--- config.mk ---
export PLATFORM = sky130hd
export DESIGN_NAME = dmem_responder
export DESIGN_NICKNAME = d
export VERILOG_FILES = /design/src/rtl/dmem_responder.sv
export SDC_FILE = /design/constraint.sdc
export NUM_CORES = 2
export LEC_CHECK = 0
export ABC_AREA = 0
export CORE_UTILIZATION = 53
export DETAILED_ROUTE_END_ITERATION = 12
export PLACE_DENSITY = 0.68
export SLEW_MARGIN = 40
export SYNTH_ARGS = -nofsm -noshare
export SYNTH_HDL_FRONTEND = slang
export SYNTH_SLANG_ARGS = --single-unit
--- constraint.sdc ---
create_clock -name clk -period 8.2 [get_ports clk]
set_clock_uncertainty 0.1 [all_clocks]
set_input_delay 1.64 -clock clk [delete_from_list [all_inputs] [get_ports clk]]
set_output_delay 1.64 -clock clk [all_outputs]
set_load 0.005 [all_outputs]
--- src/rtl/dmem_responder.sv ---
// Data-memory responder for the CPU load/store port: accepts one request,
// inserts WAIT wait states, then pulses ready with byte-lane write or read data.
module dmem_responder #(
  parameter int DEPTH  = 32,
  parameter int ADDR_W = 5,
  parameter int WAIT   = 2
) (
  input  logic              clk,
  input  logic              rst,
  input  logic              req,
  input  logic              we,
  input  logic [ADDR_W-1:0] addr,
  input  logic [31:0]       wdata,
  input  logic [3:0]        be,
  output logic              ready,
  output logic [31:0]       rdata,
  output logic              err,
  output logic              busy
);

  localparam int          IDX_W     = (DEPTH > 1) ? $clog2(DEPTH) : 1;
  localparam logic [31:0] DEPTH_U   = 32'(DEPTH);
  localparam logic [3:0]  WAIT_LOAD = 4'(WAIT - 1);
  localparam bit          NO_WAIT   = (WAIT == 32'sd0);

  typedef enum logic [1:0] {
    ST_IDLE = 2'd0,
    ST_WAIT = 2'd1,
    ST_RESP = 2'd2
  } state_t;

  state_t              state_r;
  logic [3:0]          cnt_r;
  logic                we_r;
  logic [ADDR_W-1:0]   addr_r;
  logic [31:0]         wdata_r;
  logic [3:0]          be_r;
  logic [31:0]         mem_r [DEPTH];
  logic                ready_r;
  logic                err_r;
  logic                busy_r;
  logic [31:0]         rdata_r;

  logic                acc_we_s;
  logic [ADDR_W-1:0]   acc_addr_s;
  logic [31:0]         acc_wdata_s;
  logic [3:0]          acc_be_s;
  logic                in_range_s;
  logic                go_resp_s;
  logic [IDX_W-1:0]    idx_s;

  // Request fields for the response edge: live inputs when going straight from IDLE, else the captured copy
  always_comb begin
    acc_we_s    = we_r;
    acc_addr_s  = addr_r;
    acc_wdata_s = wdata_r;
    acc_be_s    = be_r;
    if (state_r == ST_IDLE) begin
      acc_we_s    = we;
      acc_addr_s  = addr;
      acc_wdata_s = wdata;
      acc_be_s    = be;
    end else begin
      acc_we_s    = we_r;
      acc_addr_s  = addr_r;
      acc_wdata_s = wdata_r;
      acc_be_s    = be_r;
    end
    in_range_s = (32'(acc_addr_s) < DEPTH_U);
    idx_s      = acc_addr_s[IDX_W-1:0];
    go_resp_s  = ((state_r == ST_IDLE) && req && NO_WAIT) ||
                 ((state_r == ST_WAIT) && (cnt_r == 4'd0));
  end

  // Request FSM, storage array and registered response outputs
  always_ff @(posedge clk) begin
    if (rst) begin
      state_r <= ST_IDLE;
      cnt_r   <= 4'd0;
      we_r    <= 1'b0;
      addr_r  <= {ADDR_W{1'b0}};
      wdata_r <= 32'd0;
      be_r    <= 4'd0;
      ready_r <= 1'b0;
      err_r   <= 1'b0;
      busy_r  <= 1'b0;
      rdata_r <= 32'd0;
      for (int i = 0; i < DEPTH; i++) begin
        mem_r[i] <= 32'd0;
      end
    end else begin
      ready_r <= 1'b0;
      err_r   <= 1'b0;
      if (go_resp_s) begin
        // Memory is updated on the edge entering RESP so rdata is valid alongside ready
        state_r <= ST_RESP;
        ready_r <= 1'b1;
        err_r   <= !in_range_s;
        busy_r  <= 1'b1;
        if (in_range_s) begin
          if (acc_we_s) begin
            for (int l = 0; l < 4; l++) begin
              if (acc_be_s[l]) begin
                mem_r[idx_s][8*l +: 8] <= acc_wdata_s[8*l +: 8];
              end
            end
          end else begin
            rdata_r <= mem_r[idx_s];
          end
        end else if (!acc_we_s) begin
          rdata_r <= 32'd0;
        end
      end else begin
        case (state_r)
          ST_IDLE: begin
            if (req) begin
              we_r    <= we;
              addr_r  <= addr;
              wdata_r <= wdata;
              be_r    <= be;
              cnt_r   <= WAIT_LOAD;
              state_r <= ST_WAIT;
              busy_r  <= 1'b1;
            end
          end
          ST_WAIT: cnt_r <= cnt_r - 4'd1;
          ST_RESP: begin
            state_r <= ST_IDLE;
            busy_r  <= 1'b0;
          end
          default: begin
            state_r <= ST_IDLE;
            busy_r  <= 1'b0;
          end
        endcase
      end
    end
  end

  assign ready = ready_r;
  assign err   = err_r;
  assign busy  = busy_r;
  assign rdata = rdata_r;

endmodule

# --- Word level (Yosys, flattened, before mapping) ---
# Memories as Yosys holds them, arrays and structs flattened. A register that Yosys moved wholly into a read port is not among the register bits.
# Cells that the tools add are included.
op_classes:
  add_sub_neg: 1
  eq_ne: 4
  n_mux: 38
  bitwise_logic: 3
  n_reduce_logical: 11
op_table:
  columns: ["cell", "count"]
  rows:
  - ["32-bit two-way mux", 2]
  - ["32-bit OR reduction", 1]
  - ["1-bit two-way mux", 26]
  - ["4-bit two-way mux", 3]
  - ["5-bit two-way mux", 2]
  - ["4-bit case mux with 2 select lines", 1]
  - ["2-bit AND reduction", 3]
  - ["3-bit AND reduction", 2]
  - ["4-bit zero test", 1]
  - ["2-bit two-way mux", 2]
  - ["2-bit != test, second input constant", 2]
  - ["2-bit case mux with 2 select lines", 1]
  - ["4-bit by 1-bit subtractor with 4-bit output, second input constant", 1]
  - ["3-bit != test, second input constant", 1]
  - ["1-bit inverter", 3]
  - ["2-bit by 1-bit == test with 1-bit output, second input constant", 1]
  - ["2-bit zero test", 1]
  - ["1-bit case mux with 2 select lines", 1]
  - ["2-bit nonzero test", 1]
  - ["2-bit OR reduction", 1]
  - ["1-bit logical AND", 1]
totals:
  reg_bits: 50
  ram_bits: 1024
  input_bits: 45
  output_inout_bits: 35
  elab_cells: 67
  mem_count: 1
memory_table:
  columns: ["name", "depth", "word_bits", "rd", "rd_ports_with_merged_regs", "wr", "line_no", "rtl"]
  rows:
  - ["mem_r", 32, 32, 1, 1, 32, "38", "logic [31:0] mem_r [DEPTH];"]

# --- Longest topological paths before layout ---
logic_depth:
  depth_word: 9
  ltp_mapped: 11
  mapped_depth_nobuf: 8

# --- Worst setup path before layout ---
# OpenSTA, ideal clock, no wires.
synth_path:
  path_type: "input-to-reg"
  from: "input port addr[0]"
  to: "memory mem_r[16][10], enable pin"
  setup_time_ns: 0.334
  arrival_ns: 3.241
  t_required_ns: 7.766
  path_slack_ns: 4.524
  cell_stages: 6
  n_path_buf: 2
  cell_sequence: "or4_1 -> o31ai_4 -> buf_2 -> buf_4 -> nand4_1 -> nand2b_1"
synth_lines:
  columns: ["element", "line_no", "rtl"]
  rows:
  - ["from (decl)", "12", "input logic [ADDR_W-1:0] addr,"]
  - ["to (decl)", "38", null]

==> reports/metrics.yaml <==
cp_data_required_time_ns: 8.43
placedCellCount: 4862
drv.max_cap_violation_count: 0
power_total_uw: 12800
max_freq_mhz: 202
placedInstanceArea_um2: 49000
place.detailed.hpwl_um: 73600
worstMarginPinSlew_ns: 0.953
grt_antenna_before_repair: 5
layout.cells.most_common_list: "1063 x nor2_1, 1024 x edfxtp_1, 512 x a22oi_1, 302 x a21oi_1, 141 x nand2b_1"
fin_setup_tns_ns: 0
ys_async_sr_fraction_pct: 0
worst_setup_path_end_kind: "flip-flop"
timing.critical_path.arrival_ns: 5.19
synthCells: 3898
crit_fanout: 24
grt_first_pass_wirelength_um: 188000
syn-cell-area_um2: 47100
number_of_nets_at_the_end_of_the_flow: 3869
detailedRoute.firstIterationViolations: 3879
layout-drive-gt1-share_pct: 8.89
die_height_um: 300
area_delta_synth_final_pct: 11.7
synthAdderAreaFrac_pct: 0.0266
grt_setup_unrepaired: "false"
synth_top_flop_cell: "edfxtp_1"
timing.final.max_slew_violations: 0
layout.cells.non_filler: 5071
dieWidth_um: 300
vias_in_the_first_global_route: 30920
setup.worst_path.start_class: "flip-flop"
worst_setup_hold_path_clk_slew_ns: 0.06
syn_area_per_cell_um2: 12.1
cts_resized: 0
worst_slew_margin_rel_pct: 35.9
die-area_um2: 90100
placer_congestion: 0.830
drt_drc_violations_left: 0
topRoutingLayerUsed: "met5"
avgRoutedWirePerCell_um: 24.8
filler_cell_count: 6856
cts_buffers: 111
initial_utilization_pct: 53.9
groute.usage.overall_pct: 27.9
synth.ff_latch_count: 1106
power_density_nw_per_um2: 243
fp.coreArea_um2: 87400
drt_wl_total_um: 126000
io_pins: 80
finalCritPeriodShare_pct: 60.5
numPortBuffers: 78
layout.cell_area.non_filler_um2: 52600
postRouteAntennaNets: 0
met3_wirelength_um: 12100
synthDistinctLibCells: 46
routed-wl-met2_um: 59400
dominant_combinational_cell_family_by_area_after_synthesis: "simple AND/OR/NAND/NOR gates"
clock_latency_ns: 0.69
cts_tree: "done"
outcome: "complete, no violations"
yosys.area_share.xor_xnor_pct: 0.0372
post_layout_min_period_ns: 4.96
hold_violation_count_in_the_final_report: 0
hold-worst-slack_ns: 0.356
report.final.setup_viol: 0
critPathKind: "reg -> reg"
grt_max_degree: 161
synth_compound_gate_area_share_pct: 12.5
tritoncts_num_sinks: 1106
vias: 31988
syn-num-nets: 3944
synth-seq-area-share_pct: 68.7
cts_buffer_depth: 3
worst_voltage_drop_across_the_vdd_grid_mv: 0.204
cts-htree-levels: 3
detail_route.first_pass.iterations: 6
hold_path_class: "reg -> reg"
clock_tree.root_cell: "clkbuf_16"
detail_route.vias_per_cell: 6.31
cts_setup_buffers: 0
most_frequent_standard_cell_in_the_layout_excluding_fill_and_tap_cells: "nor2_1"
post_synth_edffs: 1024
detail_route.wirelength.met1_um: 49400
cts_hold_buffers: 0
synthesis.yosys.warnings: 0
total_leakage_power_uw: 0.0178
area_fraction_in_and_or_nand_and_nor_cells_after_synthesis_pct: 14.6
floorplan.rows: 108
globalRoute.totalOverflow: 0
synthMuxAreaShare_pct: 0.903
[flip-flops by register name, indices dropped and copies added (netlist names)]
register,count
mem_r,1024
rdata,32
wdata_r,32
addr_r,5
be_r,4
cnt_r,4
state_r,2
busy,1
ready,1
we_r,1
[cells in the mapped netlist (6+ instances only)]
| library cell | number | area, um2 |
|---|---|---|
| clkbuf_1 | 185 | 694 |
| mux2i_1 | 32 | 320 |
| nand2b_1 | 141 | 882 |
| nor4_1 | 33 | 206 |
| dfxtp_1 | 82 | 1640 |
| o21bai_1 | 32 | 240 |
| nor2_1 | 1063 | 3990 |
| nand3_1 | 20 | 100 |
| nand2_1 | 139 | 522 |
| nand4_1 | 6 | 37.5 |
| buf_4 | 17 | 128 |
| nand2_2 | 8 | 50.1 |
| a21oi_1 | 302 | 1510 |
| nor3_1 | 37 | 185 |
| nand4_2 | 45 | 563 |
| a31oi_1 | 33 | 206 |
| and3_1 | 7 | 43.8 |
| a22oi_1 | 512 | 3840 |
| nor3_4 | 6 | 97.6 |
| buf_2 | 127 | 636 |
| edfxtp_1 | 1024 | 30700 |
| or2_1 | 7 | 43.8 |
[routing by layer]
metal	vias up	GRT usage, %
li1	14189	-
met1	15791	38.5
met2	1713	43.7
met3	289	4.89
met4	6	11.7
met5	-	0
[stage by stage]
step	utilization, %	setup slack (ns)
global route	60.2	3.02
floorplan	-	4.52
detailed placement	56.0	2.70
CTS	60.1	3.29
finish	60.2	3.24
global placement	55.9	2.81
[path summary, 6_finish.rpt]
check,depth (start not counted),start,slack (ns),end
worst max-delay path,7,state_r[1],3.24,mem_r[11][23]
worst min-delay path,2,be_r[1],0.36,be_r[1]
worst max register to register,7,state_r[1],3.24,mem_r[11][23]
worst min register to register,2,be_r[1],0.36,be_r[1]
[layout make-up]
cell class / instances / area (um2) / share of cell area (%)
antenna: 2 / 5.00 / 0.00951
clock buffer: 150 / 3040 / 5.77
clock inverter: 54 / 514 / 0.977
inverter: 3 / 11.3 / 0.0214
multi-input combinational: 2458 / 13800 / 26.2
sequential: 1106 / 32400 / 61.6
tap: 1155 / 1450 / 2.75
timing repair buffer: 143 / 1420 / 2.69
[worst max-delay path, stage by stage (launching register included)]
cell and delay [ns]:
dfxtp_1 0.42, nor2_8 0.69, buf_6 0.63, mux2i_4 0.73, nand3_2 0.67, buf_4 0.47
or2_0 0.45, nand2b_1 0.39
[logic make-up after synthesis]
kind of cell | count (synthesis)
compound gates | 888
flops | 1106
simple gates | 1528
mux | 38
fa+ha+maj | 1
buf+inv | 334
xor+xnor | 2
other cells | 1
[power by group]
group	leakage [uW]	internal, uW	switching, uW
Clock	0.00174	2860	2110
Combinational	0.00478	358	1020
Sequential	0.0112	6350	92.8
Note: power is estimated with default switching activity, not from simulation.
